$ cat src/rtl/drs_chip_emulator_if.sv
// ----------------------------------------------------------------------------
// Module : drs_chip_emulator_if
// Brief  : DRS4 digital control bus between the drs controller and the chip.
// Rev    : 1.0  initial release
// ----------------------------------------------------------------------------
`default_nettype none

interface drs_chip_emulator_if;
    logic [3:0] drs_addr_i;
    logic       drs_denable_i;
    logic       drs_dwrite_i;
    logic       drs_rsrload_i;
    logic       drs_srclk_en_i;
    logic       drs_srin_i;
    logic       drs_srout_o;
    logic [9:0] stop_cell_o;
    logic [7:0] config_reg_o;
    logic [7:0] wsr_reg_o;
    logic [7:0] wcr_reg_o;
    logic [1:0] domino_state_o;
    logic       protocol_err_o;

    // Controller side
    modport master (
        output drs_addr_i, drs_denable_i, drs_dwrite_i, drs_rsrload_i,
               drs_srclk_en_i, drs_srin_i,
        input  drs_srout_o, stop_cell_o, config_reg_o, wsr_reg_o, wcr_reg_o,
               domino_state_o, protocol_err_o
    );

    // Chip side
    modport slave (
        input  drs_addr_i, drs_denable_i, drs_dwrite_i, drs_rsrload_i,
               drs_srclk_en_i, drs_srin_i,
        output drs_srout_o, stop_cell_o, config_reg_o, wsr_reg_o, wcr_reg_o,
               domino_state_o, protocol_err_o
    );
endinterface

`default_nettype wire

$ cat src/rtl/drs_chip_emulator.sv
// ----------------------------------------------------------------------------
// Module : drs_chip_emulator
// Brief  : Chip-end responder model of the DRS4 control interface (domino
//          counter, stop-cell latch, read SR and config/WSR/WCR registers).
// Rev    : 1.0  initial release
// ----------------------------------------------------------------------------
`default_nettype none

module drs_chip_emulator #(
    parameter int          NCELLS      = 1024,
    parameter int          CELL_STEP   = 1,
    parameter logic [7:0]  CONFIG_INIT = 8'hF8,
    parameter logic [7:0]  WSR_INIT    = 8'hFF,
    parameter logic [7:0]  WCR_INIT    = 8'hFF
) (
    input  wire logic           clock,
    input  wire logic           reset,
    drs_chip_emulator_if.slave  bus
);

    localparam logic [3:0] c_ADDR_CONFIG  = 4'b1100;
    localparam logic [3:0] c_ADDR_WSR     = 4'b1101;
    localparam logic [3:0] c_ADDR_WCR     = 4'b1110;
    localparam logic [3:0] c_ADDR_STANDBY = 4'b1111;
    localparam logic [3:0] c_ADDR_RSR_MAX = 4'd9;

    typedef enum logic [1:0] {
        ST_IDLE    = 2'd0,
        ST_RUNNING = 2'd1,
        ST_STOPPED = 2'd2,
        ST_STANDBY = 2'd3
    } state_t;

    state_t      r_state;
    logic [9:0]  r_cnt;
    logic [9:0]  r_stop;
    logic [9:0]  r_rsr;
    logic [7:0]  r_cfg;
    logic [7:0]  r_wsr;
    logic [7:0]  r_wcr;
    logic        r_srout;
    logic        r_err;

    logic [10:0] w_cnt_sum;
    logic [9:0]  w_cnt_next;
    logic [9:0]  w_rsr_nxt;
    logic [7:0]  w_cfg_nxt;
    logic [7:0]  w_wsr_nxt;
    logic [7:0]  w_wcr_nxt;
    logic        w_srout_nxt;
    logic        w_err_set;

    // Modulo wrap without a divider: the step is always below NCELLS.
    assign w_cnt_sum  = {1'b0, r_cnt} + 11'(CELL_STEP);
    assign w_cnt_next = (w_cnt_sum >= 11'(NCELLS)) ? 10'(w_cnt_sum - 11'(NCELLS))
                                                   : w_cnt_sum[9:0];

    always_ff @(posedge clock or posedge reset) begin
        if (reset) begin
            r_state <= ST_IDLE;
            r_cnt   <= '0;
            r_stop  <= '0;
        end else begin
            if (bus.drs_addr_i == c_ADDR_STANDBY) begin
                r_state <= ST_STANDBY;
            end else if (r_state == ST_STANDBY) begin
                r_state <= ST_IDLE;
            end else if (!bus.drs_denable_i) begin
                r_state <= ST_IDLE;
            end else begin
                case (r_state)
                    ST_IDLE: begin
                        if (bus.drs_dwrite_i) r_state <= ST_RUNNING;
                    end
                    ST_RUNNING: begin
                        if (!bus.drs_dwrite_i) begin
                            r_state <= ST_STOPPED;
                            r_stop  <= r_cnt;
                        end else begin
                            r_cnt   <= w_cnt_next;
                        end
                    end
                    ST_STOPPED: begin
                        if (bus.drs_dwrite_i) r_state <= ST_RUNNING;
                    end
                    default: r_state <= ST_IDLE;
                endcase
            end
        end
    end

    // Load takes priority over a coincident shift beat.
    always_comb begin
        w_rsr_nxt = r_rsr;
        w_cfg_nxt = r_cfg;
        w_wsr_nxt = r_wsr;
        w_wcr_nxt = r_wcr;
        if (bus.drs_rsrload_i && (bus.drs_addr_i <= c_ADDR_RSR_MAX)) begin
            w_rsr_nxt = r_stop;
        end else if (bus.drs_srclk_en_i) begin
            w_rsr_nxt = {r_rsr[8:0], 1'b0};
        end
        if (bus.drs_srclk_en_i) begin
            case (bus.drs_addr_i)
                c_ADDR_CONFIG: w_cfg_nxt = {r_cfg[6:0], bus.drs_srin_i};
                c_ADDR_WSR:    w_wsr_nxt = {r_wsr[6:0], bus.drs_srin_i};
                c_ADDR_WCR:    w_wcr_nxt = {r_wcr[6:0], bus.drs_srin_i};
                default:       ;
            endcase
        end
    end

    // srout follows the post-edge register contents so it tracks the visible MSB.
    always_comb begin
        case (bus.drs_addr_i)
            c_ADDR_CONFIG: w_srout_nxt = w_cfg_nxt[7];
            c_ADDR_WSR:    w_srout_nxt = w_wsr_nxt[7];
            c_ADDR_WCR:    w_srout_nxt = w_wcr_nxt[7];
            default:       w_srout_nxt = w_rsr_nxt[9];
        endcase
    end

    assign w_err_set = (r_state == ST_RUNNING) &&
                       (bus.drs_rsrload_i ||
                        (bus.drs_srclk_en_i &&
                         ((bus.drs_addr_i == c_ADDR_CONFIG) ||
                          (bus.drs_addr_i == c_ADDR_WCR))));

    always_ff @(posedge clock or posedge reset) begin
        if (reset) begin
            r_rsr   <= '0;
            r_cfg   <= CONFIG_INIT;
            r_wsr   <= WSR_INIT;
            r_wcr   <= WCR_INIT;
            r_srout <= 1'b0;
            r_err   <= 1'b0;
        end else begin
            r_rsr   <= w_rsr_nxt;
            r_cfg   <= w_cfg_nxt;
            r_wsr   <= w_wsr_nxt;
            r_wcr   <= w_wcr_nxt;
            r_srout <= w_srout_nxt;
            if (w_err_set) r_err <= 1'b1;
        end
    end

    assign bus.drs_srout_o    = r_srout;
    assign bus.stop_cell_o    = r_stop;
    assign bus.config_reg_o   = r_cfg;
    assign bus.wsr_reg_o      = r_wsr;
    assign bus.wcr_reg_o      = r_wcr;
    assign bus.domino_state_o = r_state;
    assign bus.protocol_err_o = r_err;

endmodule

`default_nettype wire

$ cat src/flat_wrapper.sv
// flat-port wrapper written by rule: the top's interface ports become plain ports
module drs_chip_emulator_flat 
#(
    parameter int          NCELLS      = 1024,
    parameter int          CELL_STEP   = 1,
    parameter logic [7:0]  CONFIG_INIT = 8'hF8,
    parameter logic [7:0]  WSR_INIT    = 8'hFF,
    parameter logic [7:0]  WCR_INIT    = 8'hFF
)
  (clock, reset, bus_drs_addr_i, bus_drs_denable_i, bus_drs_dwrite_i, bus_drs_rsrload_i, bus_drs_srclk_en_i, bus_drs_srin_i, bus_drs_srout_o, bus_stop_cell_o, bus_config_reg_o, bus_wsr_reg_o, bus_wcr_reg_o, bus_domino_state_o, bus_protocol_err_o);
  drs_chip_emulator_if bus_i ();
  input  wire logic clock;
  input  wire logic reset;
  input wire logic [$bits(bus_i.drs_addr_i)-1:0] bus_drs_addr_i;
  input wire logic [$bits(bus_i.drs_denable_i)-1:0] bus_drs_denable_i;
  input wire logic [$bits(bus_i.drs_dwrite_i)-1:0] bus_drs_dwrite_i;
  input wire logic [$bits(bus_i.drs_rsrload_i)-1:0] bus_drs_rsrload_i;
  input wire logic [$bits(bus_i.drs_srclk_en_i)-1:0] bus_drs_srclk_en_i;
  input wire logic [$bits(bus_i.drs_srin_i)-1:0] bus_drs_srin_i;
  output wire logic [$bits(bus_i.drs_srout_o)-1:0] bus_drs_srout_o;
  output wire logic [$bits(bus_i.stop_cell_o)-1:0] bus_stop_cell_o;
  output wire logic [$bits(bus_i.config_reg_o)-1:0] bus_config_reg_o;
  output wire logic [$bits(bus_i.wsr_reg_o)-1:0] bus_wsr_reg_o;
  output wire logic [$bits(bus_i.wcr_reg_o)-1:0] bus_wcr_reg_o;
  output wire logic [$bits(bus_i.domino_state_o)-1:0] bus_domino_state_o;
  output wire logic [$bits(bus_i.protocol_err_o)-1:0] bus_protocol_err_o;
  assign bus_i.drs_addr_i = bus_drs_addr_i;
  assign bus_i.drs_denable_i = bus_drs_denable_i;
  assign bus_i.drs_dwrite_i = bus_drs_dwrite_i;
  assign bus_i.drs_rsrload_i = bus_drs_rsrload_i;
  assign bus_i.drs_srclk_en_i = bus_drs_srclk_en_i;
  assign bus_i.drs_srin_i = bus_drs_srin_i;
  assign bus_drs_srout_o = bus_i.drs_srout_o;
  assign bus_stop_cell_o = bus_i.stop_cell_o;
  assign bus_config_reg_o = bus_i.config_reg_o;
  assign bus_wsr_reg_o = bus_i.wsr_reg_o;
  assign bus_wcr_reg_o = bus_i.wcr_reg_o;
  assign bus_domino_state_o = bus_i.domino_state_o;
  assign bus_protocol_err_o = bus_i.protocol_err_o;
  drs_chip_emulator #(.NCELLS(NCELLS), .CELL_STEP(CELL_STEP), .CONFIG_INIT(CONFIG_INIT), .WSR_INIT(WSR_INIT), .WCR_INIT(WCR_INIT)) u_core (.clock(clock), .reset(reset), .bus(bus_i));
endmodule
$ cat config.mk
export PLATFORM = sky130hd
export DESIGN_NAME = drs_chip_emulator_flat
export DESIGN_NICKNAME = d
export VERILOG_FILES = /design/src/rtl/drs_chip_emulator_if.sv /design/src/rtl/drs_chip_emulator.sv /design/src/flat_wrapper.sv
export SDC_FILE = /design/constraint.sdc
export NUM_CORES = 1
export LEC_CHECK = 0
export ABC_AREA = 1
export CORE_MARGIN = 2
export CORE_UTILIZATION = 52
export CTS_CLUSTER_DIAMETER = 50
export DETAILED_ROUTE_END_ITERATION = 8
export PLACE_DENSITY = 0.79
export SLEW_MARGIN = 0
export SYNTH_ARGS = -nofsm -noshare
export SYNTH_HDL_FRONTEND = slang
export SYNTH_SLANG_ARGS = --single-unit
$ cat constraint.sdc
create_clock -name clock -period 2.34 [get_ports clock]
set_input_delay 0.351 -clock clock [delete_from_list [all_inputs] [get_ports clock]]
set_output_delay 0.351 -clock clock [all_outputs]
set_load 0.02 [all_outputs]
==> impl_metrics.toml, run 1 <==
[run_status]
status = "complete, no violations"

[sta]
period_minus_slack_ns = 1.84
slew_headroom_pct = 61.5
rsz0062_at_grt = "false"
fin_crit_sh_pct = 78.7
hold_viol = 0
finalClockSkew_ns = 0.00630
setup_viol = 0
slew_viol_final = 0
fmax_mhz = 543
worstMarginPinSlew_ns = 0.577
fin_setup_tns_ns = 0

[detailed_routing]
ant_nets = 0
drtIter0Drc = 73
drc = 0
num_vias = 2232
dr.pass1.iters = 5
avgRoutedWirePerCell_um = 13.0
routed_wl_mm = 5.68
viasPerCell = 5.10

[yosys]
synth.top_cell.area_share_pct = 34.6
syn_nets = 319
ys_warn_count = 0
avgSynthCellArea_um2 = 8.72
netlist_area_mm2 = 0.00268
yosys.area.top_type = "dfrtp_1"
synthDistinctLibCells = 28
ys_seq_elements = 58
synth.area.top_cells = "dfrtp_1, dfstp_2, nand2_1, nand3_1, inv_1"
synth_seq_area_share_pct = 55.2
syn_inst = 307

[global_routing]
grt_max_degree = 29
gr-total-overflow = 0
grt_pass1_vias = 2032
grt_pass1_wl_mm = 9.33
track_usage_pct = 22.3
grt_antenna_before_repair = 0

[worst_setup_path]
worstSetupEndpointType = "output port"
cp_max_fo = 3
start_kind = "register"
crit_arrival_ns = 1.49
critical_path.top_delay_family = "buffers and inverters"
worst-setup-path-type = "register to output port"
required_ns = 1.99
path_cells = "clkdlybuf4s50_1"
slowest_delay_ns = 0.60
cp_slowest_cell = "clkdlybuf4s50_1"
path_buf_inv = 1

[cells_and_area]
multi_input_area_um2 = 998
antenna_cells = 0
final_nets = 375
regArea_mm2 = 0.00148
fill_cells = 419
drive_gt1_share_pct = 16.3
syn_to_final_growth_pct = 28.1

[die]
start_util_pct = 53.1
rows = 26
io_pins = 49
core_area_mm2 = 0.00504
die_w_um = 75.8
die-area_mm2 = 0.00574
die-height_um = 75.8

[clocking]
cts_resized = 0
clock-root-buffer = "clkbuf_8"
clk_latency_ns = 0.34
ctsHoldBuffers = 0
cts_setup_buffers = 0
cts_buffer_depth = 2
clock-sinks = 58
numCtsBuffers = 9
clkTransAtPathRegs_ns = 0.06
cts_tree = "built"
htree_levels = 3

[pwr]
seqPwrFrac_pct = 44.9
ir_worst_vdd_uv = 597
switching_share_pct = 34.2
p_int_mw = 2.31
p_total_mw = 3.52
leakagePower_nw = 1.58
p_per_area_mw_per_mm2 = 1030
switchingPower_mw = 1.20
p_clk_share_pct = 23.8
pwr-share-comb_pct = 31.3

[worst_hold_path]
hp-class = "input port to asynchronous set/reset pin"

[placed_design]
post-dp-hpwl_mm = 4.20
gp_congestion = 0.883
portBuffers = 48

[flow_run]
cap_violations = 0
[per-layer routing]
layer  global-route usage (%)  share of wire, %  routed length [um]  vias up
met1                     29.7                45                2540     1047
li1                         -                 -                   -     1113
met2                     33.8                49                2790       58
met4                     11.1               2.2                 124        0
met5                        0                 0                   0        -
met3                     5.82               4.0                 229       14
[per-stage QoR]
stage                     setup slack (ns)  hold slack [ns]  cell area (um2)  util [%]  std cells
after global placement               0.453            0.458             3250      64.4        422
final                                0.498            0.394             3430      68.0        438
after global routing                 0.457            0.445             3430      68.0        438
after detailed placement             0.420            0.467             3250      64.4        422
after CTS                            0.485            0.406             3430      68.0        438
after floorplan                      0.596            0.479             2680         -        307
[placed cells by master, fill, tap and decap left out, types with 5 or more instances in the layout]
cell type / count
xor2_1: 5
inv_2: 5
o21ai_1: 8
inv_1: 32
nand3_1: 39
buf_4: 6
nand4_1: 12
clkdlybuf4s50_1: 48
nand2_1: 78
a21oi_1: 5
o21ai_0: 20
dfstp_2: 21
clkbuf_8: 12
nor2_1: 12
dfrtp_1: 37
[flip-flops by register name (all words and copies together) (netlist names)]
name / count
u_core.bus.stop_cell_o: 10
u_core.bus.config_reg_o: 8
u_core.bus.protocol_err_o: 1
u_core.r_rsr: 10
u_core.bus.domino_state_o: 2
u_core.bus.drs_srout_o: 1
u_core.r_cnt: 10
u_core.bus.wcr_reg_o: 8
u_core.bus.wsr_reg_o: 8
[worst paths after layout]
kind,startpoint,to,slack (ns),cells after the start
setup reg to reg,u_core.bus.domino_state_o[1]$_DFFE_PP0P_,u_core.r_cnt[6]$_DFFE_PP0P_,0.90,8
setup / recovery,u_core.bus.wcr_reg_o[4]$_DFFE_PP1P_,bus_wcr_reg_o[4],0.50,1
max in group asynchronous,reset,u_core.bus.stop_cell_o[2]$_DFFE_PP0P_,1.38,3
min in group clock,u_core.bus.config_reg_o[3]$_DFFE_PP1P_,u_core.bus.config_reg_o[4]$_DFFE_PP1P_,0.47,2
hold reg to reg,u_core.bus.config_reg_o[3]$_DFFE_PP1P_,u_core.bus.config_reg_o[4]$_DFFE_PP1P_,0.47,2
hold / removal,reset,u_core.bus.config_reg_o[1]$_DFFE_PP0P_,0.39,2
[cells by family (layout without fill, tap and decap cells)]
logic type / Yosys count / count (layout) / synth area share [%]
simple gates: 159 / 159 / 27.7
xor+xnor: 5 / 5 / 1.64
mux: 1 / 1 / 0.421
flops: 58 / 58 / 55.2
compound gates: 36 / 36 / 7.06
buf+inv: 47 / 108 / 7.52
fa+ha+maj: 1 / 1 / 0.467
[power by group through the flow]
stage	Combinational (mW)	Clock, mW	Sequential [mW]
CTS	1.11	0.856	1.58
global route	1.22	0.896	1.62
floorplan	0.433	0	1.75
global placement	1.07	0	1.59
detailed placement	1.10	0	1.59
finish	1.10	0.837	1.58
[cell type report]
cell class | count | area share (%)
Tap cell | 70 | 2.55
Multi-Input combinational cell | 202 | 29.1
Clock inverter | 2 | 0.292
Inverter | 37 | 4.05
Clock buffer | 14 | 5.03
Sequential cell | 58 | 43.1
Timing Repair Buffer | 55 | 15.9
[synth_stat cells]
master and count:
nand2_1 78, nand3_1 39, dfrtp_1 37, inv_1 33
dfstp_2 21, o21ai_0 20, nand4_1 12, nor2_1 12
o21ai_1 8, a21oi_1 5, xor2_1 5, and2_1 4
buf_2 4, inv_2 4, nand3_2 4, buf_4 3
nand2_2 3, nor2_2 3, nor3_1 3, a21oi_2 1
buf_6 1, clkbuf_1 1, clkbuf_2 1, ha_1 1
mux2_2 1, nor3_4 1, o211ai_1 1, o21bai_1 1
No activity file was read; power rests on OpenSTA's default activity.
==> run 2: changes to the inputs <==
Settings changed: CORE_UTILIZATION 52 to 47, PLACE_DENSITY 0.79 to 0.76.
Clock period 2.34 ns to 1.6 ns, I/O delays scaled along.
==> impl_metrics.toml, run 2 (synthesis gave the netlist of run 1 again) <==
[run_status]
status = "complete, no violations"

[worst_setup_path]
path_cells = "clkdlybuf4s50_1"
worstSetupEndpointType = "output port"
required_ns = 1.36
worst-setup-path-type = "register to output port"
slowest_delay_ns = 0.61
cp_slowest_cell = "clkdlybuf4s50_1"
crit_arrival_ns = 1.32
start_kind = "register"
critical_path.top_delay_family = "buffers and inverters"
cp_max_fo = 3
path_buf_inv = 1

[die]
io_pins = 49
start_util_pct = 48.6
core_area_mm2 = 0.00551
die-area_mm2 = 0.00632
rows = 27
die-height_um = 79.5
die_w_um = 79.5

[detailed_routing]
avgRoutedWirePerCell_um = 12.6
ant_nets = 0
drtIter0Drc = 72
viasPerCell = 4.97
drc = 0
routed_wl_mm = 5.76
dr.pass1.iters = 4
num_vias = 2265

[flow_run]
cap_violations = 0

[sta]
finalClockSkew_ns = 0.00714
hold_viol = 0
setup_viol = 0
fin_crit_sh_pct = 97.8
rsz0062_at_grt = "false"
slew_viol_final = 0
slew_headroom_pct = 73.7
fmax_mhz = 639
period_minus_slack_ns = 1.56
fin_setup_tns_ns = 0
worstMarginPinSlew_ns = 0.394

[worst_hold_path]
hp-class = "input port to asynchronous set/reset pin"

[cells_and_area]
syn_to_final_growth_pct = 34.1
drive_gt1_share_pct = 19.5
final_nets = 391
regArea_mm2 = 0.00148
layout_common_cells = "nand2_1, nand3_1, dfrtp_1"
multi_input_area_um2 = 998
finalNonFillerCells = 456
layout_commonest_cell = "nand2_1"
antenna_cells = 0
fill_cells = 474

[pwr]
pwr-share-comb_pct = 29.5
leakagePower_nw = 1.82
p_clk_share_pct = 26.2
p_per_area_mw_per_mm2 = 1450
ir_worst_vdd_uv = 730
p_int_mw = 3.42
switching_share_pct = 34.2
seqPwrFrac_pct = 44.3
switchingPower_mw = 1.78

[placed_design]
gp_congestion = 0.800
post-dp-hpwl_mm = 4.23
portBuffers = 48
place_inst = 440

[clocking]
clkTransAtPathRegs_ns = 0.06
cts_buffer_depth = 2
ctsHoldBuffers = 0
clock-root-buffer = "clkbuf_8"
cts_tree = "built"
clk_latency_ns = 0.33
cts_setup_buffers = 0
clock-sinks = 58
htree_levels = 3
numCtsBuffers = 9
cts_resized = 25

[global_routing]
gr-total-overflow = 0
grt_pass1_wl_mm = 9.98
grt_antenna_before_repair = 0
grtUsageMet1_pct = 29.8
grt_max_degree = 24
use_met2_pct = 29.7
use_met3_pct = 3.96
track_usage_pct = 20.6
grt.busiest_layer = "met1"
grt_pass1_vias = 2183
## run 2: cell count changes in the layout (fill, tap and decap cells not counted), moves of 3 or more
| cell | change |
|---|---|
| dlygate4sd2_1 | +25 |
| clkdlybuf4s50_1 | -30 |
| buf_12 | +3 |
| buf_4 | +13 |
| dlymetal6s2s_1 | +5 |
## run 2: power groups by stage
stage / registers [mW] / clock network, mW / logic [mW]
floorplan: 2.57 / 0 / 0.633
global placement: 2.33 / 0 / 1.62
detailed placement: 2.33 / 0 / 1.65
CTS: 2.31 / 1.38 / 1.56
global route: 2.36 / 1.47 / 1.72
finish: 2.30 / 1.36 / 1.53
## run 2: metrics by stage
stage | total power, mW | area (um2) | hold slack [ns] | setup WS [ns] | utilization, %
6_report | 5.20 | 3590 | 0.245 | 0.0359 | 65.2
5_1_grt | 5.54 | 3590 | 0.297 | 0.00380 | 65.2
4_1_cts | 5.25 | 3580 | 0.254 | 0.00802 | 65.0
3_5_place_dp | 3.99 | 3410 | 0.467 | -0.0464 | 62.0
3_3_place_gp | 3.95 | 3410 | 0.460 | -0.0162 | 62.0
2_1_floorplan | 3.20 | 2680 | 0.325 | 0.314 | -
## run 2: metal layers
layer | share of wire [%] | routed length (um)
met5 | 0 | 0
met3 | 3.4 | 195
met1 | 49 | 2840
met4 | 2.0 | 116
met2 | 45 | 2610
## run 2: path summary, 6_finish.rpt
check,start,endpoint,slack (ns),depth (start not counted)
max in group asynchronous,reset,u_core.bus.wsr_reg_o[5]$_DFFE_PP1P_,0.84,3
min in group clock,u_core.bus.wcr_reg_o[3]$_DFFE_PP1P_,u_core.bus.wcr_reg_o[4]$_DFFE_PP1P_,0.47,2
hold reg to reg,u_core.bus.wcr_reg_o[3]$_DFFE_PP1P_,u_core.bus.wcr_reg_o[4]$_DFFE_PP1P_,0.47,2
hold / removal,reset,u_core.bus.domino_state_o[0]$_DFFE_PP0P_,0.25,2
setup reg to reg,u_core.bus.domino_state_o[1]$_DFFE_PP0P_,u_core.r_cnt[5]$_DFFE_PP0P_,0.23,9
setup / recovery,u_core.bus.domino_state_o[0]$_DFFE_PP0P_,bus_domino_state_o[0],0.04,1
## run 2: layout make-up
type,count,share of cell area (%)
Clock buffer,14,4.53
Clock inverter,2,0.976
Inverter,37,3.97
Multi-Input combinational cell,202,27.8
Sequential cell,58,41.1
Tap cell,72,2.51
Timing Repair Buffer,71,19.1
